===== src/rtl/fifo_pkg.sv =====
// fifo_pkg: pointer-width helpers shared by the async FIFO write and read controllers
package fifo_pkg;

    // Widest pointer the helpers handle; callers zero-extend narrower pointers.
    localparam int PTR_MAX_W = 32;

    function automatic int depth_of(input int addr_w);
        return 1 << addr_w;
    endfunction

    function automatic logic [PTR_MAX_W-1:0] bin2gray(input logic [PTR_MAX_W-1:0] b);
        return b ^ (b >> 1);
    endfunction

    // Prefix-XOR from the MSB down; zero-extended upper bits leave the result unchanged.
    function automatic logic [PTR_MAX_W-1:0] gray2bin(input logic [PTR_MAX_W-1:0] g);
        logic [PTR_MAX_W-1:0] b;
        b[PTR_MAX_W-1] = g[PTR_MAX_W-1];
        for (int i = PTR_MAX_W - 2; i >= 0; i--) b[i] = b[i+1] ^ g[i];
        return b;
    endfunction

endpackage


===== src/rtl/fifo_wr_ctrl_if.sv =====
// fifo_wr_ctrl_if: producer/synchroniser/memory-facing signals of the FIFO write controller
interface fifo_wr_ctrl_if #(parameter int ADDR_W = 3);
    localparam int PW = ADDR_W + 1;
    logic              w_inc;
    logic [PW-1:0]     sync_rd_gray;
    logic [PW-1:0]     afull_thresh;
    logic              clr_ovf;
    logic              w_en;
    logic [ADDR_W-1:0] w_addr;
    logic [PW-1:0]     gray_w_ptr;
    logic              full;
    logic              almost_full;
    logic [PW-1:0]     w_level;
    logic              overflow;

    modport master (
        output w_inc, sync_rd_gray, afull_thresh, clr_ovf,
        input  w_en, w_addr, gray_w_ptr, full, almost_full, w_level, overflow
    );

    modport slave (
        input  w_inc, sync_rd_gray, afull_thresh, clr_ovf,
        output w_en, w_addr, gray_w_ptr, full, almost_full, w_level, overflow
    );
endinterface


===== src/rtl/fifo_gray2bin.sv =====
// fifo_gray2bin: combinational gray-to-binary pointer conversion
module fifo_gray2bin
    import fifo_pkg::*;
#(
    parameter int PW = 4
) (
    input  logic [PW-1:0] gray_i,
    output logic [PW-1:0] bin_o
);
    assign bin_o = PW'(gray2bin(PTR_MAX_W'(gray_i)));
endmodule


===== src/rtl/fifo_wr_ctrl.sv =====
// fifo_wr_ctrl: async FIFO write-side pointer, gray pointer, full/almost-full, level and overflow
module fifo_wr_ctrl
    import fifo_pkg::*;
#(
    parameter int ADDR_W = 3
) (
    input  logic          w_clk,
    input  logic          w_rstn,
    fifo_wr_ctrl_if.slave wif
);
    localparam int PW    = ADDR_W + 1;
    localparam int DEPTH = depth_of(ADDR_W);

    if (DEPTH < 4) begin : g_addr_w_check
        $error("fifo_wr_ctrl: ADDR_W must be >= 2");
    end

    logic [PW-1:0] w_ptr_q, w_ptr_d;
    logic [PW-1:0] gray_q, gray_d;
    logic [PW-1:0] level_q, level_d;
    logic [PW-1:0] rd_bin;
    logic          full_q, full_d;
    logic          afull_q, afull_d;
    logic          ovf_q, ovf_d;

    fifo_gray2bin #(.PW(PW)) u_rd_g2b (
        .gray_i (wif.sync_rd_gray),
        .bin_o  (rd_bin)
    );

    // Full compares against the read pointer one lap behind: top two gray bits inverted.
    always_comb begin
        wif.w_en = wif.w_inc & ~full_q;
        w_ptr_d  = w_ptr_q + PW'(wif.w_en);
        gray_d   = PW'(bin2gray(PTR_MAX_W'(w_ptr_d)));
        level_d  = w_ptr_d - rd_bin;
        full_d   = gray_d == {~wif.sync_rd_gray[PW-1:PW-2], wif.sync_rd_gray[PW-3:0]};
        afull_d  = level_d >= wif.afull_thresh;
        ovf_d    = (wif.w_inc & full_q) | (ovf_q & ~wif.clr_ovf);
    end

    // Pointer, gray pointer and status flags all update on the same edge.
    always_ff @(posedge w_clk or negedge w_rstn) begin
        if (!w_rstn) begin
            w_ptr_q <= '0;
            gray_q  <= '0;
            level_q <= '0;
            full_q  <= 1'b0;
            afull_q <= 1'b0;
            ovf_q   <= 1'b0;
        end else begin
            w_ptr_q <= w_ptr_d;
            gray_q  <= gray_d;
            level_q <= level_d;
            full_q  <= full_d;
            afull_q <= afull_d;
            ovf_q   <= ovf_d;
        end
    end

    assign wif.w_addr      = w_ptr_q[ADDR_W-1:0];
    assign wif.gray_w_ptr  = gray_q;
    assign wif.w_level     = level_q;
    assign wif.full        = full_q;
    assign wif.almost_full = afull_q;
    assign wif.overflow    = ovf_q;
endmodule


===== src/flat_wrapper.sv =====
// flat-port wrapper written by rule: the top's interface ports become plain ports
module fifo_wr_ctrl_flat import fifo_pkg::*;
#(
    parameter int ADDR_W = 3
)
  (w_clk, w_rstn, wif_w_inc, wif_sync_rd_gray, wif_afull_thresh, wif_clr_ovf, wif_w_en, wif_w_addr, wif_gray_w_ptr, wif_full, wif_almost_full, wif_w_level, wif_overflow);
  fifo_wr_ctrl_if #(.ADDR_W(ADDR_W)) wif_i ();
  input  logic w_clk;
  input  logic w_rstn;
  input wire logic [$bits(wif_i.w_inc)-1:0] wif_w_inc;
  input wire logic [$bits(wif_i.sync_rd_gray)-1:0] wif_sync_rd_gray;
  input wire logic [$bits(wif_i.afull_thresh)-1:0] wif_afull_thresh;
  input wire logic [$bits(wif_i.clr_ovf)-1:0] wif_clr_ovf;
  output wire logic [$bits(wif_i.w_en)-1:0] wif_w_en;
  output wire logic [$bits(wif_i.w_addr)-1:0] wif_w_addr;
  output wire logic [$bits(wif_i.gray_w_ptr)-1:0] wif_gray_w_ptr;
  output wire logic [$bits(wif_i.full)-1:0] wif_full;
  output wire logic [$bits(wif_i.almost_full)-1:0] wif_almost_full;
  output wire logic [$bits(wif_i.w_level)-1:0] wif_w_level;
  output wire logic [$bits(wif_i.overflow)-1:0] wif_overflow;
  assign wif_i.w_inc = wif_w_inc;
  assign wif_i.sync_rd_gray = wif_sync_rd_gray;
  assign wif_i.afull_thresh = wif_afull_thresh;
  assign wif_i.clr_ovf = wif_clr_ovf;
  assign wif_w_en = wif_i.w_en;
  assign wif_w_addr = wif_i.w_addr;
  assign wif_gray_w_ptr = wif_i.gray_w_ptr;
  assign wif_full = wif_i.full;
  assign wif_almost_full = wif_i.almost_full;
  assign wif_w_level = wif_i.w_level;
  assign wif_overflow = wif_i.overflow;
  fifo_wr_ctrl #(.ADDR_W(ADDR_W)) u_core (.w_clk(w_clk), .w_rstn(w_rstn), .wif(wif_i));
endmodule

===== config.mk =====
export PLATFORM = sky130hd
export DESIGN_NAME = fifo_wr_ctrl_flat
export DESIGN_NICKNAME = d
export VERILOG_FILES = /design/src/rtl/fifo_pkg.sv /design/src/rtl/fifo_wr_ctrl_if.sv /design/src/rtl/fifo_gray2bin.sv /design/src/rtl/fifo_wr_ctrl.sv /design/src/flat_wrapper.sv
export SDC_FILE = /design/constraint.sdc
export NUM_CORES = 1
export LEC_CHECK = 0
export BUFFER_PORTS_ARGS = -buffer_cell sky130_fd_sc_hd__buf_2
export CORE_UTILIZATION = 40
export CTS_CLUSTER_DIAMETER = 120
export DETAILED_ROUTE_END_ITERATION = 8
export PLACE_DENSITY = 0.64
export SYNTH_ARGS = -nofsm -noshare
export SYNTH_HDL_FRONTEND = slang
export SYNTH_SLANG_ARGS = --single-unit

===== constraint.sdc =====
create_clock -name w_clk -period 2.85 [get_ports w_clk]
set_clock_uncertainty 0.05 [all_clocks]
set_input_delay 0 -clock w_clk [delete_from_list [all_inputs] [get_ports w_clk]]
set_output_delay 0 -clock w_clk [all_outputs]
set_load 0.05 [all_outputs]

==> results.cfg, run 1 <==
[outcome]
run_status = finished clean

[synthesis]
ys_warn_count = 0
synth.yosys.seq_area_share_pct = 47.62
syn-instance-count = 62
synth_top_family_by_area = adder cells
syn_nets = 84
count_of_different_cell_masters_after_synthesis = 16
ys_seq_elements = 14
synth.top_cell.area_share_pct = 47.62
portion_of_netlist_area_occupied_by_mux_cells_pct = 0
synthXorXnorAreaFrac_pct = 17.69
netlist.top_cell.by_area = sky130_fd_sc_hd__dfrtp_1
post_synth_and_or_nand_nor_area_fraction_pct = 6.463
ranking_of_synthesized_cells_by_area = sky130_fd_sc_hd__dfrtp_1 (48%), sky130_fd_sc_hd__ha_1 (15%), sky130_fd_sc_hd__xor2_1 (11%)
yosys.area_share.adder_pct = 18.03
synthesis.area_um2 = 735.7
synth-compound-area-share_pct = 6.122
syn_avg_cell_area_um2 = 11.87

[sta]
postLayoutSetupSlackWorst_ps = 176.3
setup_repair_after_global_routing_missed_its_margin = false
report.final.slew_viol_count = 0
shortest_period_the_worst_path_allows_ps = 2674
fmax_mhz = 374.0
timing.slew.headroom_pct = 75.39
final_min_period_over_clock_period_pct = 93.81
hold_viol = 0
max_slew.worst_pin.slew_ps = 367.9
setup_violations_final = 0
timing.setup.tns_ps = 0

[global_route]
initial_antenna_violation_count = 0
globalRouteOverflowTotal = 0
grt_pass1_vias = 554
grt_pass1_wl_um = 2173
globalRouteTotalUtil_pct = 15.17
largest_net_degree_at_the_start_of_global_routing = 15

[die]
dieWidth_um = 44.89
initial_utilization_pct = 42.61
die_area_um2 = 2015
chipHeight_um = 44.89
floorplan.rows = 15
design.portCount = 27
core_area_um2 = 1727

[clock_network]
cts-buffers-inserted = 3
clk_pin_slew_worst_paths_ps = 90
clockRootBuffer = sky130_fd_sc_hd__clkbuf_4
worst_skew_pair.late_latency_ps = 270
cts_max_path_buffers = 2
postCtsSetupRepairBufs = 0
ctsHtreeMaxLevel = 1
numClockSinks = 14
cts_tree = yes

[place]
post_dp_hpwl_um = 982.8
portBuffers = 26
final_wtd_congestion = 0.6785
dpl_worst_slack_ps = 283.3
dp_cells = 115

[route]
drt-pass1-iter-count = 2
vias_per_cell = 4.350
drc = 0
wirelength_um = 1260
drt_iter0_drc = 2
num_vias = 535
wire_per_inst_um = 10.24
postRouteAntennaNets = 0

[critical_path]
r2r_path_end = u_core.wif.almost_full$_DFF_PN0_
rr_startpoint = u_core.wif.full$_DFF_PN0_
endpoint = u_core.wif.almost_full$_DFF_PN0_
worst_ep_required_time_ps = 2960
worstRegToRegCells = 10
setup.reg_to_reg.worst_slack_ps = 320
critPathCaptureType = register
worstSetupStartpoint = wif_sync_rd_gray[3]
crit_type = input port to register
setup.worst_path.start_class = input port
maximum_fanout_along_the_worst_path = 4
worst-endpoint-arrival_ps = 2780

[cells_and_area]
finalNetCount = 121
mostFrequentLayoutCell = sky130_fd_sc_hd__buf_2
layout_common_cells = sky130_fd_sc_hd__buf_2 (26), sky130_fd_sc_hd__dfrtp_1 (13), sky130_fd_sc_hd__xor2_1 (8), sky130_fd_sc_hd__inv_1 (8), sky130_fd_sc_hd__ha_1 (6)
fillers = 161
final-instance-count-excl-fill = 123
share_of_post_route_cells_with_drive_strength_above_1_pct = 39.80
diodes = 0
area_growth_syn_to_fin_pct = 44.39

[min_path]
min_path_cells = 4
worst_hold_path_type = input port to register

[job]
max_cap_viol_count = 0
## through the flow
stage                     area [um2]  hold slack [ps]  util, %
after floorplan                793.3           -345.6        -
after global placement         969.7           -146.6    56.16
after detailed placement       969.7           -141.3    56.16
after CTS                       1036            17.86    60.00
after global routing            1062            71.84    61.52
final                           1062            48.27    61.52
## critical path, cell delays in order
cell                            delay, ps
sky130_fd_sc_hd__dlygate4sd3_1        530
sky130_fd_sc_hd__buf_2                170
sky130_fd_sc_hd__xnor2_4              220
sky130_fd_sc_hd__xor2_2               190
sky130_fd_sc_hd__xnor2_1              140
sky130_fd_sc_hd__ha_1                 190
sky130_fd_sc_hd__inv_1                 60
sky130_fd_sc_hd__fa_1                 560
sky130_fd_sc_hd__ha_1                 230
sky130_fd_sc_hd__a21o_1               150
sky130_fd_sc_hd__a21o_1               170
sky130_fd_sc_hd__a21o_1               170
## final cells by class
class	instances	area, um2	share of cell area [%]
clock buffers	4	26.28	2.473
inverters	8	30.03	2.827
multi-input cells	40	437.9	41.22
flip-flops and latches	14	351.6	33.10
well taps	25	31.28	2.945
repair buffers	32	185.2	17.43
## flip-flops by register name (all words and copies together), names as in the netlist
name                    count
u_core.wif.almost_full      1
u_core.wif.overflow         1
u_core.wif.gray_w_ptr       4
u_core.wif.w_level          4
u_core.w_ptr_q              3
u_core.wif.full             1
## layer usage
| metal | part of all wire (%) | track usage [%] |
|---|---|---|
| met1 | 47 | 19.74 |
| met2 | 47 | 24.71 |
| met3 | 4.6 | 1.200 |
| met4 | 1.1 | 9.091 |
| met5 | 0 | 0 |
## synth_stat cells
cell	instances
sky130_fd_sc_hd__nand2_1	2
sky130_fd_sc_hd__dfrtp_1	14
sky130_fd_sc_hd__a22oi_1	1
sky130_fd_sc_hd__nand3_1	3
sky130_fd_sc_hd__xor2_1	9
sky130_fd_sc_hd__or3_1	2
sky130_fd_sc_hd__inv_1	8
sky130_fd_sc_hd__a21oi_1	1
sky130_fd_sc_hd__nor2b_1	1
sky130_fd_sc_hd__nand2b_1	1
sky130_fd_sc_hd__fa_1	1
sky130_fd_sc_hd__ha_1	9
sky130_fd_sc_hd__a21o_1	3
sky130_fd_sc_hd__xnor2_1	4
sky130_fd_sc_hd__xor2_2	1
sky130_fd_sc_hd__o21ai_0	2
## cell families after synthesis
| family | Yosys count |
|---|---|
| xor+xnor | 14 |
| simple gates | 9 |
| fa+ha+maj | 10 |
| flops | 14 |
| compound gates | 7 |
| buf+inv | 8 |
## timing repair
action                     CTS  global route
hold buffers                 4             0
setup endpoints to repair    0             1
gates resized for setup      0             3
hold endpoints to repair    16             0
## how the worst min path moves through the flow
stage | start | to | slack, ps
CTS | wif_sync_rd_gray[2] | u_core.wif.full$_DFF_PN0_ | 20
global placement | w_rstn | u_core.wif.overflow$_DFF_PN0_ | -150
finish | wif_sync_rd_gray[0] | u_core.wif.full$_DFF_PN0_ | 50
floorplan | w_rstn | u_core.w_ptr_q[0]$_DFF_PN0_ | -350
global route | wif_sync_rd_gray[0] | u_core.wif.full$_DFF_PN0_ | 70
detailed placement | w_rstn | u_core.wif.overflow$_DFF_PN0_ | -140
Power of run 1 is not shown: default switching activity piles up to over one toggle a cycle in this logic, so the estimate is an artifact.
==> run 2: changes to the inputs <==
ABC_AREA = 1   (was not set)
CTS_CLUSTER_SIZE = 10   (was not set)
PLACE_DENSITY = 0.63   (was 0.64)
==> run 2 against run 1 <==
Global-route usage increased by 1.0 points. Count of clock-buffer cells in the layout stayed put. Cell count increased by 25%. Synthesized area is 12% higher. Sequential cell count did not move. Critical path depth up 1. Critical endpoint unchanged. Largest cell class unchanged.
==> results.cfg, run 2 <==
[cells_and_area]
share_of_post_route_cells_with_drive_strength_above_1_pct = 27.56
multi_input_comb_area_um2 = 420.4
layout_common_cells = sky130_fd_sc_hd__buf_2 (26), sky130_fd_sc_hd__nand2_1 (23), sky130_fd_sc_hd__inv_1 (19)
diodes = 0
mostFrequentLayoutCell = sky130_fd_sc_hd__buf_2
fillers = 188
layout.area.seq_um2 = 351.6
finalNetCount = 150
area_growth_syn_to_fin_pct = 29.38

[synthesis]
yosysMostFrequentCell = sky130_fd_sc_hd__nand2_1
synth_enable_flop_cells = 0
synthesis.area_um2 = 822.0
syn_nets = 116
syn_avg_cell_area_um2 = 8.745
yosys.area_share.adder_pct = 16.13
synth_top_family_by_area = simple AND/OR/NAND/NOR gates
synth_ff_type = sky130_fd_sc_hd__dfrtp_1
ys_warn_count = 0
ys_top_cells_by_count = sky130_fd_sc_hd__nand2_1 (23), sky130_fd_sc_hd__inv_1 (19), sky130_fd_sc_hd__dfrtp_1 (14)
synth.top_cell.area_share_pct = 42.62
syn-instance-count = 94
post_synth_and_or_nand_nor_area_fraction_pct = 21.61
ys_seq_elements = 14
count_of_different_cell_masters_after_synthesis = 16
synthXorXnorAreaFrac_pct = 8.219
synth-async-reset-ratio_pct = 100.0
netlist.top_cell.by_area = sky130_fd_sc_hd__dfrtp_1
portion_of_netlist_area_occupied_by_mux_cells_pct = 0
ranking_of_synthesized_cells_by_area = sky130_fd_sc_hd__dfrtp_1 (43%), sky130_fd_sc_hd__ha_1 (14%), sky130_fd_sc_hd__nand2_1 (11%)
synth-compound-area-share_pct = 2.740
synth.yosys.seq_area_share_pct = 42.62

[route]
drc = 0
drt-pass1-iter-count = 4
wire_per_inst_um = 10.25
vias_per_cell = 4.552
num_vias = 701
wirelength_um = 1579
drt_iter0_drc = 7
postRouteAntennaNets = 0

[place]
final_wtd_congestion = 0.7820
portBuffers = 26
post_dp_hpwl_um = 1262

[job]
max_cap_viol_count = 0

[critical_path]
critical_path.cell_chain = nor2_4, ha_4, ha_1, inv_1, nand2_1, nand2_2, ha_1, a21oi_1, nand2_1, xnor2_1, ha_1, a21oi_1, nand3_1
cpPeakStageDelay_ps = 430
critPathCaptureType = register
worstRegToRegCells = 13
setup.reg_to_reg.worst_slack_ps = 260
path_delay_family = adder cells
timing.critical_path.mode_cell = sky130_fd_sc_hd__ha_1
maximum_fanout_along_the_worst_path = 5
r2r_path_end = u_core.wif.almost_full$_DFF_PN0_
critical_path.n_buffers_inverters = 1
setup.worst_path.start_class = register
worst-endpoint-arrival_ps = 2690
rr_startpoint = u_core.wif.full$_DFF_PN0_
worst_ep_required_time_ps = 2950
timing.critical_path.slowest_stage_cell = sky130_fd_sc_hd__dfrtp_2
crit_type = register to register

[global_route]
grt_pass1_vias = 605
largest_net_degree_at_the_start_of_global_routing = 15
grt_pass1_wl_um = 2470
globalRouteOverflowTotal = 0
globalRouteTotalUtil_pct = 16.16
initial_antenna_violation_count = 0

[sta]
report.final.slew_viol_count = 0
timing.setup.tns_ps = 0
hold_viol = 0
fin_worst_hold_slack_ps = 31.35
final_min_period_over_clock_period_pct = 90.70
setup_repair_after_global_routing_missed_its_margin = false
timing.slew.headroom_pct = 79.55
setup_violations_final = 0
max_slew.worst_pin.slew_ps = 306.8
shortest_period_the_worst_path_allows_ps = 2585
fmax_mhz = 386.8

[clock_network]
ctsHtreeMaxLevel = 1
numClockSinks = 14
clockRootBuffer = sky130_fd_sc_hd__clkbuf_4
cts_repair_resize_count = 0
cts_max_path_buffers = 2
worst_skew_pair.late_latency_ps = 280
postCtsSetupRepairBufs = 0
cts-buffers-inserted = 3
clk_pin_slew_worst_paths_ps = 80
cts_hold_repair.buffers = 3
cts_tree = yes

[min_path]
worst_hold_path_type = input port to register
min_path_cells = 4
timing.hold.worst_endpoint = u_core.wif.full$_DFF_PN0_
min-delay-start = wif_sync_rd_gray[2]

[die]
initial_utilization_pct = 42.33
dieWidth_um = 47.34
design.portCount = 27
floorplan.rows = 16
die_area_um2 = 2241
chipHeight_um = 47.34
core_area_um2 = 1942

[outcome]
run_status = finished clean
run 2: cell types whose count changed in the layout (fill, tap and decap cells not counted), moves of 2 or more:
| cell | change |
|---|---|
| sky130_fd_sc_hd__buf_4 | -2 |
| sky130_fd_sc_hd__ha_1 | +2 |
| sky130_fd_sc_hd__xnor2_1 | -2 |
| sky130_fd_sc_hd__ha_4 | -2 |
| sky130_fd_sc_hd__inv_1 | +11 |
| sky130_fd_sc_hd__xor2_1 | -5 |
| sky130_fd_sc_hd__nand4_1 | +3 |
| sky130_fd_sc_hd__nand2_1 | +21 |
| sky130_fd_sc_hd__or3_1 | -2 |
| sky130_fd_sc_hd__nand3_1 | +8 |
| sky130_fd_sc_hd__nor2_1 | +2 |
| sky130_fd_sc_hd__a21o_1 | -3 |
run 2: per-stage QoR:
stage / cell area [um2] / setup WS [ps] / std cells / util [%]
finish: 1064 / 264.9 / 154 / 54.77
global placement: 1007 / 381.2 / 147 / 51.87
detailed placement: 1007 / 280.8 / 147 / 51.87
CTS: 1064 / 257.6 / 154 / 54.77
global route: 1064 / 59.55 / 154 / 54.77
floorplan: 843.3 / 50.66 / 94 / -
run 2: final cells by class:
class	count	area share, %
multi-input combinational	61	39.53
tap	27	3.176
timing repair buffer	29	15.06
sequential	14	33.06
clock buffer	4	2.471
inverter	19	6.706
run 2: kinds of logic (layout without fill, tap and decap cells):
logic type	Yosys count	in the layout
fa+ha+maj	10	10
compound gates	4	4
simple gates	41	41
buf+inv	19	52
xor+xnor	6	6
flops	14	14
run 2: worst max path at each step:
| stage | slack [ps] | depth (start not counted) | endpoint | from |
|---|---|---|---|---|
| after detailed placement | 280 | 13 | u_core.wif.almost_full$_DFF_PN0_ | u_core.wif.full$_DFF_PN0_ |
| after global routing | 60 | 13 | u_core.wif.almost_full$_DFF_PN0_ | u_core.wif.full$_DFF_PN0_ |
| after CTS | 260 | 13 | u_core.wif.almost_full$_DFF_PN0_ | u_core.wif.full$_DFF_PN0_ |
| after global placement | 380 | 13 | u_core.wif.almost_full$_DFF_PN0_ | u_core.wif.full$_DFF_PN0_ |
| after floorplan | 50 | 13 | u_core.wif.almost_full$_DFF_PN0_ | u_core.wif.full$_DFF_PN0_ |
| final | 260 | 13 | u_core.wif.almost_full$_DFF_PN0_ | u_core.wif.full$_DFF_PN0_ |
run 2: routing by layer:
layer	track usage [%]	vias to the layer above	share of wire, %
met5	0	-	0
met4	10.29	0	3.2
met3	1.154	4	2.8
met2	25.75	17	47
met1	21.09	316	47
li1	-	364	-
run 2: worst min-delay path, delay by kind of cell:
family        cells  cell delay, ps
simple gates      3             220
buf+inv           1             120
Power of run 2 is left out for the same reason.
==> run 3: changes to the inputs <==
CELL_PAD_IN_SITES_DETAIL_PLACEMENT = 1   (was not set)
CELL_PAD_IN_SITES_GLOBAL_PLACEMENT = 1   (was not set)
CORE_MARGIN = 5   (was not set)
CORE_UTILIZATION = 35   (was 40)
CTS_CLUSTER_SIZE = 16   (was 10)
PLACE_DENSITY = 0.73   (was 0.63)
==> run 3 against run 2 <==
Global-route usage fell by 3.4 points. Setup slack lost 51 ps. Highest routed layer unchanged. Register-to-register slack lost 50 ps. Routed wire length rose by 21%. Critical path depth did not move. Non-clock buffer count stayed put. Core utilization fell by 6.6 points. Cell count increased by 0.65%. Maximum frequency shrank 1.9%. Sequential share of layout area shrank 0.35 points. First-iteration DRC count is 86% higher. Count of clock-buffer cells in the layout did not move.
==> results.cfg, run 3 (synthesis results as in run 2) <==
[cells_and_area]
mostFrequentLayoutCell = sky130_fd_sc_hd__buf_2
finalNetCount = 150
layout_common_cells = sky130_fd_sc_hd__buf_2 (26), sky130_fd_sc_hd__nand2_1 (23), sky130_fd_sc_hd__inv_1 (19)
area_growth_syn_to_fin_pct = 30.75
diodes = 0
share_of_post_route_cells_with_drive_strength_above_1_pct = 28.35

[sta]
final_min_period_over_clock_period_pct = 92.50
report.final.slew_viol_count = 0
fmax_mhz = 379.3
hold_viol = 0
shortest_period_the_worst_path_allows_ps = 2636
fin_worst_hold_slack_ps = 39.69
timing.slew.headroom_pct = 78.84
setup_violations_final = 0
timing.setup.tns_ps = 0
setup_repair_after_global_routing_missed_its_margin = false
max_slew.worst_pin.slew_ps = 317.4

[job]
max_cap_viol_count = 0

[route]
wirelength_um = 1918
drt_iter0_drc = 13
drt-pass1-iter-count = 4
drc = 0
vias_per_cell = 4.697
postRouteAntennaNets = 0
wire_per_inst_um = 12.37
num_vias = 728

[global_route]
globalRouteOverflowTotal = 0
globalRouteTotalUtil_pct = 12.77
initial_antenna_violation_count = 0
grt_pass1_wl_um = 3346
grt_pass1_vias = 741
largest_net_degree_at_the_start_of_global_routing = 15

[critical_path]
critPathCaptureType = register
worst-endpoint-arrival_ps = 2730
maximum_fanout_along_the_worst_path = 5
crit_type = register to register
worst_ep_required_time_ps = 2950
setup.worst_path.start_class = register

[clock_network]
clockRootBuffer = sky130_fd_sc_hd__clkbuf_4
numClockSinks = 14
cts_max_path_buffers = 2
clk_pin_slew_worst_paths_ps = 90
cts-buffers-inserted = 3
worst_skew_pair.late_latency_ps = 270
cts_tree = yes
cts_repair_resize_count = 0
ctsHtreeMaxLevel = 1

[min_path]
worst_hold_path_type = input port to register

[die]
chipHeight_um = 58.47
dieWidth_um = 58.47
die_area_um2 = 3418
core_area_um2 = 2233
design.portCount = 27
initial_utilization_pct = 36.81
floorplan.rows = 17

[place]
portBuffers = 26
final_wtd_congestion = 0.7248
post_dp_hpwl_um = 1671

[outcome]
run_status = finished clean
run 3: cell counts in the layout (fill, tap and decap cells not counted):
No cell type changed its count.
run 3: per-stage QoR:
step / cell area (um2) / setup slack, ps / utilization (%) / cells
floorplan: 843.3 / 50.66 / - / 94
global placement: 1008 / 366.0 / 45.15 / 148
detailed placement: 1008 / 239.1 / 45.15 / 148
CTS: 1075 / 203.6 / 48.12 / 155
global route: 1075 / 13.05 / 48.12 / 155
finish: 1075 / 213.7 / 48.12 / 155
run 3: path summary, 6_finish.rpt:
kind / start / end / slack [ps] / cells after the start
setup / recovery: u_core.wif.full$_DFF_PN0_ / u_core.wif.almost_full$_DFF_PN0_ / 210 / 13
hold / removal: wif_sync_rd_gray[2] / u_core.wif.full$_DFF_PN0_ / 40 / 4
setup reg to reg: u_core.wif.full$_DFF_PN0_ / u_core.wif.almost_full$_DFF_PN0_ / 210 / 13
hold reg to reg: u_core.w_ptr_q[0]$_DFF_PN0_ / u_core.w_ptr_q[0]$_DFF_PN0_ / 530 / 1
max in group asynchronous: w_rstn / u_core.wif.full$_DFF_PN0_ / 2400 / 2
min in group asynchronous: w_rstn / u_core.w_ptr_q[0]$_DFF_PN0_ / 90 / 2
run 3: cell type report:
class	count	area [um2]
tap	28	35.03
inverter	19	71.32
timing repair buffer	29	160.2
fill	268	1159
sequential	14	351.6
clock buffer	4	36.28
multi-input combinational	61	420.4
run 3: per-layer routing:
metal	vias up	track usage (%)	share of wire (%)
met5	-	0	0
met1	349	17.12	44
li1	361	-	-
met2	16	21.53	49
met3	2	0.6579	5.0
met4	0	4.967	1.4
run 3: what timing repair did:
item                       CTS  global route
hold endpoints to repair    15             0
setup buffers                0             0
setup endpoints to repair    0             0
hold buffers                 3             0
run 3: critical path: stages (launching register included):
cell and delay [ps]:
sky130_fd_sc_hd__dfrtp_2 440, sky130_fd_sc_hd__nor2_4 110, sky130_fd_sc_hd__ha_4 160, sky130_fd_sc_hd__ha_1 180
sky130_fd_sc_hd__inv_1 70, sky130_fd_sc_hd__nand2_1 90, sky130_fd_sc_hd__nand2_2 90, sky130_fd_sc_hd__ha_1 330
sky130_fd_sc_hd__a21oi_1 180, sky130_fd_sc_hd__nand2_1 80, sky130_fd_sc_hd__xnor2_1 200, sky130_fd_sc_hd__ha_1 290
sky130_fd_sc_hd__a21oi_1 150, sky130_fd_sc_hd__nand3_1 90
Power of run 3 is left out for the same reason.
